### config.mk
export PLATFORM = sky130hd
export DESIGN_NAME = down_counter_timer
export DESIGN_NICKNAME = d
export VERILOG_FILES = /design/src/rtl/counter_pkg.sv /design/src/rtl/down_counter_timer.sv
export SDC_FILE = /design/constraint.sdc
export NUM_CORES = 1
export LEC_CHECK = 0
export BUFFER_PORTS_ARGS = -buffer_cell sky130_fd_sc_hd__clkbuf_2
export CAP_MARGIN = 20
export CORE_AREA = 2 2 39 41
export DETAILED_ROUTE_END_ITERATION = 10
export DIE_AREA = 0 0 41 43
export GPL_ROUTABILITY_DRIVEN = 1
export GPL_TIMING_DRIVEN = 0
export PLACE_DENSITY = 0.71
export SETUP_SLACK_MARGIN = 0.02
export SLEW_MARGIN = 20
export SYNTH_ARGS = -nofsm -noshare
export SYNTH_HDL_FRONTEND = slang
export SYNTH_SLANG_ARGS = --single-unit
### constraint.sdc
create_clock -name clk -period 2.05 [get_ports clk]
set_clock_uncertainty 0.15 [all_clocks]
set_input_delay 0.3075 -clock clk [delete_from_list [all_inputs] [get_ports clk]]
set_output_delay 0.3075 -clock clk [all_outputs]
set_load 0.02 [all_outputs]
### src/rtl/counter_pkg.sv
// ============================================================================
// counter_pkg : constants shared by the up counter and the down-counter timer
// Rev 1.0
// ============================================================================
`default_nettype none

package counter_pkg;

   localparam int DEFAULT_CNT_WIDTH = 4;

endpackage : counter_pkg

`default_nettype wire

### src/rtl/down_counter_timer.sv
// ============================================================================
// down_counter_timer : loadable down-counter, one-cycle terminal-count pulse,
//                      optional auto-reload for periodic ticks
// Rev 1.0
// ============================================================================
`default_nettype none

module down_counter_timer
   import counter_pkg::*;
#(
   parameter int WIDTH = DEFAULT_CNT_WIDTH
) (
   input  logic             clk,
   input  logic             rst,
   input  logic             en,
   input  logic             load,
   input  logic [WIDTH-1:0] load_val,
   input  logic             auto_reload,
   output logic [WIDTH-1:0] count,
   output logic             tc,
   output logic             busy
);

   localparam logic [WIDTH-1:0] c_ZERO = '0;
   localparam logic [WIDTH-1:0] c_ONE  = WIDTH'(1);

   logic [WIDTH-1:0] r_reload;
   logic             w_step;
   logic             w_terminal;

   assign w_step     = en && busy;
   assign w_terminal = (count == c_ONE);

   // count == 1 is handled explicitly, so the decrement can never wrap
   always_ff @(posedge clk or negedge rst) begin
      if (!rst) begin
         count    <= c_ZERO;
         r_reload <= c_ZERO;
         tc       <= 1'b0;
         busy     <= 1'b0;
      end else if (load) begin
         count    <= load_val;
         r_reload <= load_val;
         busy     <= (load_val != c_ZERO);
         tc       <= 1'b0;
      end else if (w_step) begin
         if (w_terminal) begin
            tc <= 1'b1;
            if (auto_reload) begin
               count <= r_reload;
            end else begin
               count <= c_ZERO;
               busy  <= 1'b0;
            end
         end else begin
            count <= count - c_ONE;
            tc    <= 1'b0;
         end
      end else begin
         tc <= 1'b0;
      end
   end

endmodule : down_counter_timer

`default_nettype wire

== Yosys cells after proc, flatten, opt, wreduce, memory -nomap -nowiden ==
Index checks and enable logic that the tools add are counted.

* Input port bits: 9
* Bits in registers: 10
* Output and inout port bits: 6
* Logic and storage cells: 23

* Multiplexer cells: 11
* Reduce and logical (&&, ||, !) cells: 5
* Equal/unequal tests: 2
* Add/sub/neg operators: 1

{| class="wikitable"
|+ Operator list
! kind !! number
|-
| $mux 4 || 4
|-
| $mux 1 || 7
|-
| $eq 4x1->1 const B || 1
|-
| $reduce_bool 2->1 || 2
|-
| $reduce_bool 4->1 || 1
|-
| $sub 4x1->4 const B || 1
|-
| $reduce_and 3->1 || 1
|-
| $ne 2x2->1 const B || 1
|-
| $logic_and 1x1->1 || 1
|}

== Depth between registers and ports, before layout ==
Gate-level depths: netlist of run 1.

* Word-level depth: 4
* Gate-level depth with buffers: 5
* Mapped depth without buffers: 5

== Worst setup path before layout of run 1 ==
OpenSTA, ideal clock, no wires.

* Path type: flip-flop to flip-flop
* Start: reg count[0]
* End: reg count[3]
* Stages on the path, launching flop included: 5
* Data required time: 1,813 ps
* Slack: 87 ps
* Path buffers: 0
* Arrival time: 1,727 ps
* Cell sequence: dfrtp_1 -> ha_1 -> or3b_4 -> or4_1 -> o211ai_1

* Word-level cells in the longest chain between the ends: 4
* Elaborated cells on any way between the ends: 5

{| class="wikitable"
|+ Ends and longest elaborated chain
! element !! line !! source
|-
| from (decl) || down_counter_timer.sv:19 || <nowiki>output logic [WIDTH-1:0] count,</nowiki>
|-
| from (signal assigned) || down_counter_timer.sv:37 || <nowiki>count <= c_ZERO;</nowiki>
|-
| from (signal assigned) || down_counter_timer.sv:42 || <nowiki>count <= load_val;</nowiki>
|-
| from (signal assigned) || down_counter_timer.sv:50 || <nowiki>count <= r_reload;</nowiki>
|-
| $sub 4x1->4 or $eq 4x1->1 (tied branches) || down_counter_timer.sv:56, down_counter_timer.sv:32 ||
|-
| $mux 4 * || down_counter_timer.sv:47 || <nowiki>if (w_terminal) begin</nowiki>
|-
| $mux 4 * || down_counter_timer.sv:46 || <nowiki>end else if (w_step) begin</nowiki>
|-
| $mux 4 * || down_counter_timer.sv:41 || <nowiki>end else if (load) begin</nowiki>
|}

Mark *: on every way between the ends. The rest lies on a longest branch, timed or not. The select of a mux whose other input is x is not followed.
A chain may end at the register's enable or synchronous reset.

== Worst setup path after layout of run 1 ==
* Start: reg count[1]
* End: reg count[3]

The elaborated chain is that of the path after synthesis.

==> results_dict.tcl, run 1 <==
set metrics [dict create \
    layout_setup_ws_ns 0.0929 \
    synth_top_area_share_pct 43.7 \
    ioPinCount 15 \
    die_h_um 43 \
    drc 0 \
    grt_pass1_wl_um 1900 \
    diodes 0 \
    port_buffers 13 \
    synth.most_common_cell "dfrtp_1" \
    hpwl_um 958 \
    vias 508 \
    dieWidth_um 41 \
    drt_iter0_drc 11 \
    yosys_warnings 0 \
    slowest_delay_ns 0.52 \
    finalHoldViolCount 0 \
    multi_input_area_um2 315 \
    min_path_type "input pin to flip-flop" \
    yosys.area.top_type "dfrtp_1" \
    synth_fp_nets 66 \
    synth-main-ff-cell "dfrtp_1" \
    initial_core_util_pct 41.4 \
    area_growth_pct 26.6 \
    cts_buffers 3 \
    synth_edf_count 0 \
    first_global_vias 473 \
    fmax_ghz 0.511 \
    setup_tns_ns 0 \
    synth_cell_types 28 \
    fill_cells 128 \
    globalplace.congestion 0.753 \
    synth.cells.most_frequent "dfrtp_1, mux2_2, nand2_1" \
    worstSetupPathType "flip-flop to flip-flop" \
    via_per_inst 5.64 \
    path_cells "inv_1 -> ha_4 -> or3b_4 -> or4_1 -> o211ai_1" \
    reg2regPathDepth 5 \
    dpl_cell_area_um2 658 \
    crit_fanout 5 \
    syn_inst 55 \
    critPathTopFamily "simple AND/OR/NAND/NOR gates" \
    maxSlewHeadroom_pct 68.7 \
    fin_crit_sh_pct 95.5 \
    clock_latency_ns 0.26 \
    h-tree-depth 1 \
    ctsRootBufferMaster "clkbuf_4" \
    fp.coreArea_mm2 0.00138 \
    cts_tree "built" \
    layout-drive-gt1-share_pct 39.2 \
    clk_pin_slew_ns 0.08 \
    rsz0062_at_grt "no" \
    dieArea_mm2 0.00176 \
    grt_max_degree 11 \
    gr-usage-all-layers_pct 16.0 \
    place_ws_ns 0.0878 \
    final_area_um2 726 \
    path_depth 5 \
    overflow 0 \
    outcome "complete, no violations" \
    wl_per_cell_um 14.2 \
    finalSetupViolations 0 \
    num_rows 14 \
    path_buf_inv 1 \
    start_kind "flip-flop" \
    wl_um 1280 \
    antenna_found_initial 0 \
    avgSynthCellArea_um2 10.4 \
    netlist_top_cells_area "dfrtp_1, mux2_2, ha_1" \
    leakagePower_uw 0.000328 \
    register_area_um2 251 \
    critical_path_required_ns 2.08 \
    dr.pass1.iters 4 \
    ant_nets 0 \
    clockBufferDepth 2 \
    synth.yosys.seq_area_share_pct 43.7 \
    tightest_slew_ns 0.470 \
    syn_area_um2 573 \
    end_kind "flip-flop" \
    hold_depth 3 \
    cts_num_sinks 10 \
    drv_cap 0 \
    final_max_slew_viol_count 0 \
    power_density_mw_per_mm2 771 \
    period_minus_slack_ns 1.96 \
    num-nets-final 86 \
    peakVddDrop_mv 0.421 \
    critical_path_arrival_ns 1.99 \
    synth-seq-cells 10 \
    cp_slowest_cell "or4_1" \
    ys_async_sr_fraction_pct 100 \
]
[registers in the layout, indices dropped and copies added, names as in the netlist]
signal,flops
r_reload,4
tc,1
busy,1
count,4
[per-stage QoR]
step	hold slack [ns]	std cells	power (µW)	util [%]
global route	0.114	90	594	52.4
floorplan	-0.138	55	324	-
global placement	0.0353	84	366	47.6
finish	0.123	90	559	52.4
CTS	0.120	89	553	50.9
detailed placement	0.0401	84	369	47.6
[metal layers]
layer	global-route usage (%)	vias up	part of all wire, %
met4	6.00	0	1.1
met3	4.71	2	2.2
met1	18.2	252	46
met2	26.6	11	50
met5	0	-	0
li1	-	243	-
[report_power, final]
part           internal [µW]  total [µW]  switching [µW]  leakage, µW
clock                    108         182            73.8    0.0000210
combinational           65.8         138            72.4     0.000188
sequential               218         240            21.9     0.000119
total                    391         559             168     0.000328
[final timing paths]
check / from / to / slack (ns)
min in group asynchronous: rst / count[2] / 0.28
min: load_val[0] / count[0] / 0.12
max in group asynchronous: rst / count[0] / 1.25
max reg2reg: count[1] / count[3] / 0.09
min reg2reg: r_reload[3] / r_reload[3] / 0.37
max: count[1] / count[3] / 0.09
[final cells by class]
class | count | area share (%)
buffer | 2 | 1.21
clock buffer | 4 | 5.00
inverter | 3 | 1.55
multi-input combinational | 40 | 43.4
sequential | 10 | 34.7
tap | 16 | 2.76
timing repair buffer | 15 | 11.4
[worst reg2reg max path, cell delays in order, from the launching register on]
cell      delay [ns]
dfrtp_1         0.40
inv_1           0.13
ha_4            0.16
or3b_4          0.41
or4_1           0.52
o211ai_1        0.10
[layout by cell type, fill, tap and decap left out, types with 2 or more instances in the layout]
| master | synthesis | routed |
|---|---|---|
| a21oi_1 | 2 | 2 |
| a22oi_1 | 3 | 3 |
| clkbuf_2 | 1 | 14 |
| clkbuf_4 | 0 | 3 |
| dfrtp_1 | 10 | 9 |
| inv_1 | 3 | 3 |
| mux2_2 | 4 | 4 |
| nand2_1 | 4 | 4 |
| nor2_1 | 2 | 2 |
| nor2b_1 | 3 | 3 |
| o211ai_1 | 2 | 2 |
| o21ai_1 | 2 | 2 |
| o41ai_1 | 2 | 2 |
[timing repair]
action	4_1_cts	5_1_grt
hold buffers	1	0
resized for setup	0	3
endpoints found under the hold margin	10	0
endpoints found under the setup margin	0	1
setup buffers	0	1
[kinds of logic after synthesis]
group	Yosys count	share of synthesized area, %
AOI/OAI and AO/OA	13	15.5
DFF	10	43.7
adders and majority gates	2	4.37
muxes	6	11.6
buffers and inverters	5	3.49
and+or+nand+nor	19	21.4
No activity file was read; power rests on OpenSTA's default activity.
==> inputs of run 2 (changes only) <==
PLACE_DENSITY = not set   (was 0.71)
PLACE_DENSITY_LB_ADDON = 0.25   (was not set)
==> results_dict.tcl, run 2 (synthesis gave the netlist of run 1 again) <==
set metrics [dict create \
    outcome "complete, no violations" \
    ant_nets 0 \
    area_growth_pct 26.6 \
    wl_um 1170 \
    setup_tns_ns 0 \
    rsz0062_at_grt "no" \
    seq_power_share_pct 43.3 \
    path_cells "inv_1 -> ha_4 -> or3b_4 -> or4_1 -> o211ai_1" \
    final_max_slew_viol_count 0 \
    gr-usage-all-layers_pct 17.6 \
    end_kind "flip-flop" \
    leakagePower_uw 0.000328 \
    worstSetupPathType "flip-flop to flip-flop" \
    start_kind "flip-flop" \
    fp.coreArea_mm2 0.00138 \
    layout-drive-gt1-share_pct 39.2 \
    p_int_uw 392 \
    peakVddDrop_mv 0.514 \
    fin_crit_sh_pct 94.6 \
    layout_common_cells "clkbuf_2, dfrtp_1, nand2_1, mux2_2" \
    slowest_delay_ns 0.52 \
    r2r_end "count[3]" \
    clockBufferDepth 2 \
    grt_max_degree 11 \
    period_minus_slack_ns 1.94 \
    rrSetupSlack_ns 0.11 \
    ctsRootBufferMaster "clkbuf_4" \
    initial_core_util_pct 41.4 \
    port_buffers 13 \
    fmax_ghz 0.516 \
    timing.rr.start "count[1]" \
    grt_pass1_wl_um 2100 \
    clk_pin_slew_ns 0.07 \
    critPathCapture "count[3]" \
    min_path_type "input pin to flip-flop" \
    final_common_cell "clkbuf_2" \
    globalplace.congestion 0.815 \
    fill_cells 135 \
    dr.pass1.iters 4 \
    maxSlewHeadroom_pct 70.2 \
    final_core_util_pct 52.4 \
    clkPwrFrac_pct 32.0 \
    tightest_slew_ns 0.447 \
    vias 493 \
    first_global_vias 473 \
    cp_slowest_cell "or4_1" \
    drv_cap 0 \
    crit_path_start "count[1]" \
    diodes 0 \
    wl_per_cell_um 13.0 \
    clock_latency_ns 0.27 \
    dieArea_mm2 0.00176 \
    drt_iter0_drc 11 \
    cts_tree "built" \
    power_density_mw_per_mm2 763 \
    via_per_inst 5.48 \
    finalHoldViolCount 0 \
    power_frac_comb_pct 24.6 \
    h-tree-depth 1 \
    critical_path_required_ns 2.09 \
    crit_fanout 5 \
    die_h_um 43 \
    ioPinCount 15 \
    cts_num_sinks 10 \
    top_regs "count x4, r_reload x4" \
    overflow 0 \
    dieWidth_um 41 \
    num-nets-final 86 \
    hpwl_um 859 \
    place_ws_ns 0.0659 \
    layout_setup_ws_ns 0.111 \
    p_switching_uw 162 \
    critical_path_arrival_ns 1.98 \
    switching_share_pct 29.2 \
    cts_buffers 3 \
    antenna_found_initial 0 \
    reg2regPathDepth 5 \
    num_rows 14 \
    finalSetupViolations 0 \
    drc 0 \
]
run 2: cell counts in the layout (fill, tap and decap cells not counted):
Identical to the previous run, type by type.
run 2: worst min-delay path by stage:
stage | start | endpoint | cells after the start
3_5_place_dp | rst | busy | 1
5_1_grt | load_val[0] | count[0] | 3
6_report | load_val[0] | count[0] | 3
3_3_place_gp | rst | busy | 1
2_1_floorplan | rst | busy | 0
4_1_cts | load_val[0] | count[0] | 3
run 2: critical path: cells and delay by family, from the launching register on:
kind	cells	cell delay [ns]
AO/OA/AOI/OAI	1	0.10
adder cells (fa/ha/maj)	1	0.16
buffers and inverters	1	0.12
flip-flops	1	0.40
AND/OR/NAND/NOR	2	0.93
run 2: cell type report:
class	count	area, µm²	share of cell area (%)
Multi-Input combinational cell	40	315	43.4
Sequential cell	10	251	34.7
Timing Repair Buffer	15	82.6	11.4
Clock buffer	4	36.3	5.00
Tap cell	16	20.0	2.76
Inverter	3	11.3	1.55
Buffer	2	8.76	1.21
run 2: metrics by stage:
| step | hold WS, ns | power (µW) | area (µm²) | cells |
|---|---|---|---|---|
| after floorplan | -0.138 | 324 | 573 | 55 |
| after global placement | 0.0370 | 368 | 658 | 84 |
| final | 0.118 | 553 | 726 | 90 |
| after global routing | 0.138 | 583 | 726 | 90 |
| after CTS | 0.123 | 548 | 704 | 89 |
| after detailed placement | 0.0398 | 369 | 658 | 84 |
run 2: power groups by stage:
stage / clock [µW] / sequential (µW) / combinational [µW]
3_5_place_dp: 0 / 243 / 126
4_1_cts: 181 / 239 / 129
2_1_floorplan: 0 / 252 / 71.2
3_3_place_gp: 0 / 243 / 126
5_1_grt: 187 / 244 / 153
6_report: 177 / 240 / 136
run 2: per-layer routing:
layer,vias up,global-route usage (%),part of all wire [%]
li1,242,-,-
met3,5,3.14,2.7
met5,-,0,0
met4,0,10.0,2.2
met2,10,25.0,47
met1,236,24.1,48
run 2: timing repair:
item | 4_1_cts | 5_1_grt
hold endpoints to repair | 10 | 0
gates resized for setup | 0 | 3
setup endpoints to repair | 0 | 1
buffers inserted | 0 | 1
hold buffers | 1 | 0
==> inputs of run 3 (changes only) <==
--- a/config.mk
+++ b/config.mk
@@ -6,5 +6,5 @@
 export NUM_CORES = 1
 export LEC_CHECK = 0
-export BUFFER_PORTS_ARGS = -buffer_cell sky130_fd_sc_hd__clkbuf_2
+export BUFFER_PORTS_ARGS = -buffer_cell sky130_fd_sc_hd__buf_2
 export CAP_MARGIN = 20
 export CORE_AREA = 2 2 39 41
==> constraint.sdc (replaced) <==
create_clock -name clk -period 2.05 [get_ports clk]
set_clock_uncertainty 0.15 [all_clocks]
set_input_delay 0.205 -clock clk [delete_from_list [all_inputs] [get_ports clk]]
set_output_delay 0.205 -clock clk [all_outputs]
set_load 0.02 [all_outputs]
==> results_dict.tcl, run 3 (synthesis gave the netlist of run 1 again) <==
set metrics [dict create \
    outcome "complete, no violations" \
    diodes 0 \
    num_rows 14 \
    fp.coreArea_mm2 0.00138 \
    cp_slowest_cell "or4_1" \
    period_minus_slack_ns 1.91 \
    rsz0062_at_grt "no" \
    clock_latency_ns 0.27 \
    whs_ns 0.0215 \
    top_regs "count x4, r_reload x4" \
    hpwl_um 886 \
    cts_num_sinks 10 \
    area_growth_pct 26.6 \
    layout_common_cells "buf_2, dfrtp_1, nand2_1, mux2_2" \
    dieArea_mm2 0.00176 \
    gr-usage-all-layers_pct 18.0 \
    fin_crit_sh_pct 93.2 \
    clk_pin_slew_ns 0.07 \
    die_h_um 43 \
    layout-drive-gt1-share_pct 40.5 \
    min_path_type "input pin to flip-flop" \
    maxSlewHeadroom_pct 70.9 \
    p_switching_uw 166 \
    setup_tns_ns 0 \
    dr.pass1.iters 4 \
    register_area_um2 251 \
    power_density_mw_per_mm2 769 \
    final_max_slew_viol_count 0 \
    wl_per_cell_um 13.5 \
    finalHoldViolCount 0 \
    globalplace.congestion 0.815 \
    path_cells "inv_2 -> ha_4 -> or3b_4 -> or4_1 -> o211ai_1" \
    cts_tree "built" \
    cts_buffers 3 \
    clockBufferDepth 2 \
    end_kind "flip-flop" \
    clkPwrFrac_pct 32.4 \
    vias 500 \
    ant_nets 0 \
    ctsRootBufferMaster "clkbuf_4" \
    fill_cells 127 \
    peakVddDrop_mv 0.298 \
    crit_fanout 5 \
    multi_input_area_um2 315 \
    critical_path_required_ns 2.09 \
    num-nets-final 86 \
    initial_core_util_pct 41.4 \
    ioPinCount 15 \
    antenna_found_initial 0 \
    first_global_vias 461 \
    via_per_inst 5.56 \
    h-tree-depth 1 \
    dieWidth_um 41 \
    fmax_ghz 0.523 \
    worstSetupPathType "flip-flop to flip-flop" \
    finalSetupViolations 0 \
    overflow 0 \
    final_common_cell "buf_2" \
    switching_share_pct 29.8 \
    seq_power_share_pct 43.2 \
    grt_max_degree 11 \
    p_int_uw 392 \
    tightest_slew_ns 0.436 \
    power_frac_comb_pct 24.3 \
    start_kind "flip-flop" \
    drc 0 \
    port_buffers 13 \
    critical_path_arrival_ns 1.95 \
    drv_cap 0 \
    slowest_delay_ns 0.52 \
    leakagePower_uw 0.000326 \
    drt_iter0_drc 13 \
    grt_pass1_wl_um 2110 \
    wl_um 1220 \
]
run 3: power by group through the flow:
stage          registers [µW]  logic, µW  clock network, µW
6_report                  241        136                181
5_1_grt                   245        151                199
4_1_cts                   239        129                183
3_5_place_dp              243        127                  0
3_3_place_gp              242        126                  0
2_1_floorplan             252       71.2                  0
run 3: what timing repair did:
item	in CTS	in global routing
setup buffers	0	1
endpoints found under the setup margin	0	1
resized for setup	0	4
hold buffers	1	0
endpoints found under the hold margin	10	0
run 3: critical path, delay by kind of cell (launching register included):
family / cells / cell delay [ns]
AO/OA/AOI/OAI: 1 / 0.10
adder cells (fa/ha/maj): 1 / 0.14
buffers and inverters: 1 / 0.09
flip-flops: 1 / 0.42
AND/OR/NAND/NOR: 2 / 0.93
run 3: final cells by class:
type                            instances  area share (%)
Tap cell                               16            2.76
Sequential cell                        10            34.7
Clock buffer                            4            5.00
Buffer                                  2            1.21
Inverter                                3            1.55
Multi-Input combinational cell         40            43.4
Timing Repair Buffer                   15            11.4
run 3: final timing paths:
check,start,end,slack [ns],cells past startpoint
hold / removal,load_val[0],count[0],0.02,3
min in group asynchronous,rst,count[0],0.17,2
setup / recovery,count[1],count[3],0.14,5
setup reg to reg,count[1],count[3],0.14,5
max in group asynchronous,rst,count[0],1.38,2
hold reg to reg,r_reload[3],r_reload[3],0.36,1
run 3: layer usage:
layer / global-route usage (%) / wire length, µm
met3: 3.14 / 53
met1: 26.0 / 545
met2: 23.4 / 576
met5: 0 / 0
met4: 12.0 / 38
run 3: metrics by stage:
stage	instances	utilization, %	power, µW	cell area [µm²]	setup slack (ns)
global route	90	52.4	595	726	0.0324
floorplan	55	-	324	573	0.0866
detailed placement	84	47.6	370	658	0.0521
finish	90	52.4	558	726	0.139
CTS	89	50.9	551	704	0.0404
global placement	84	47.6	368	658	0.0665
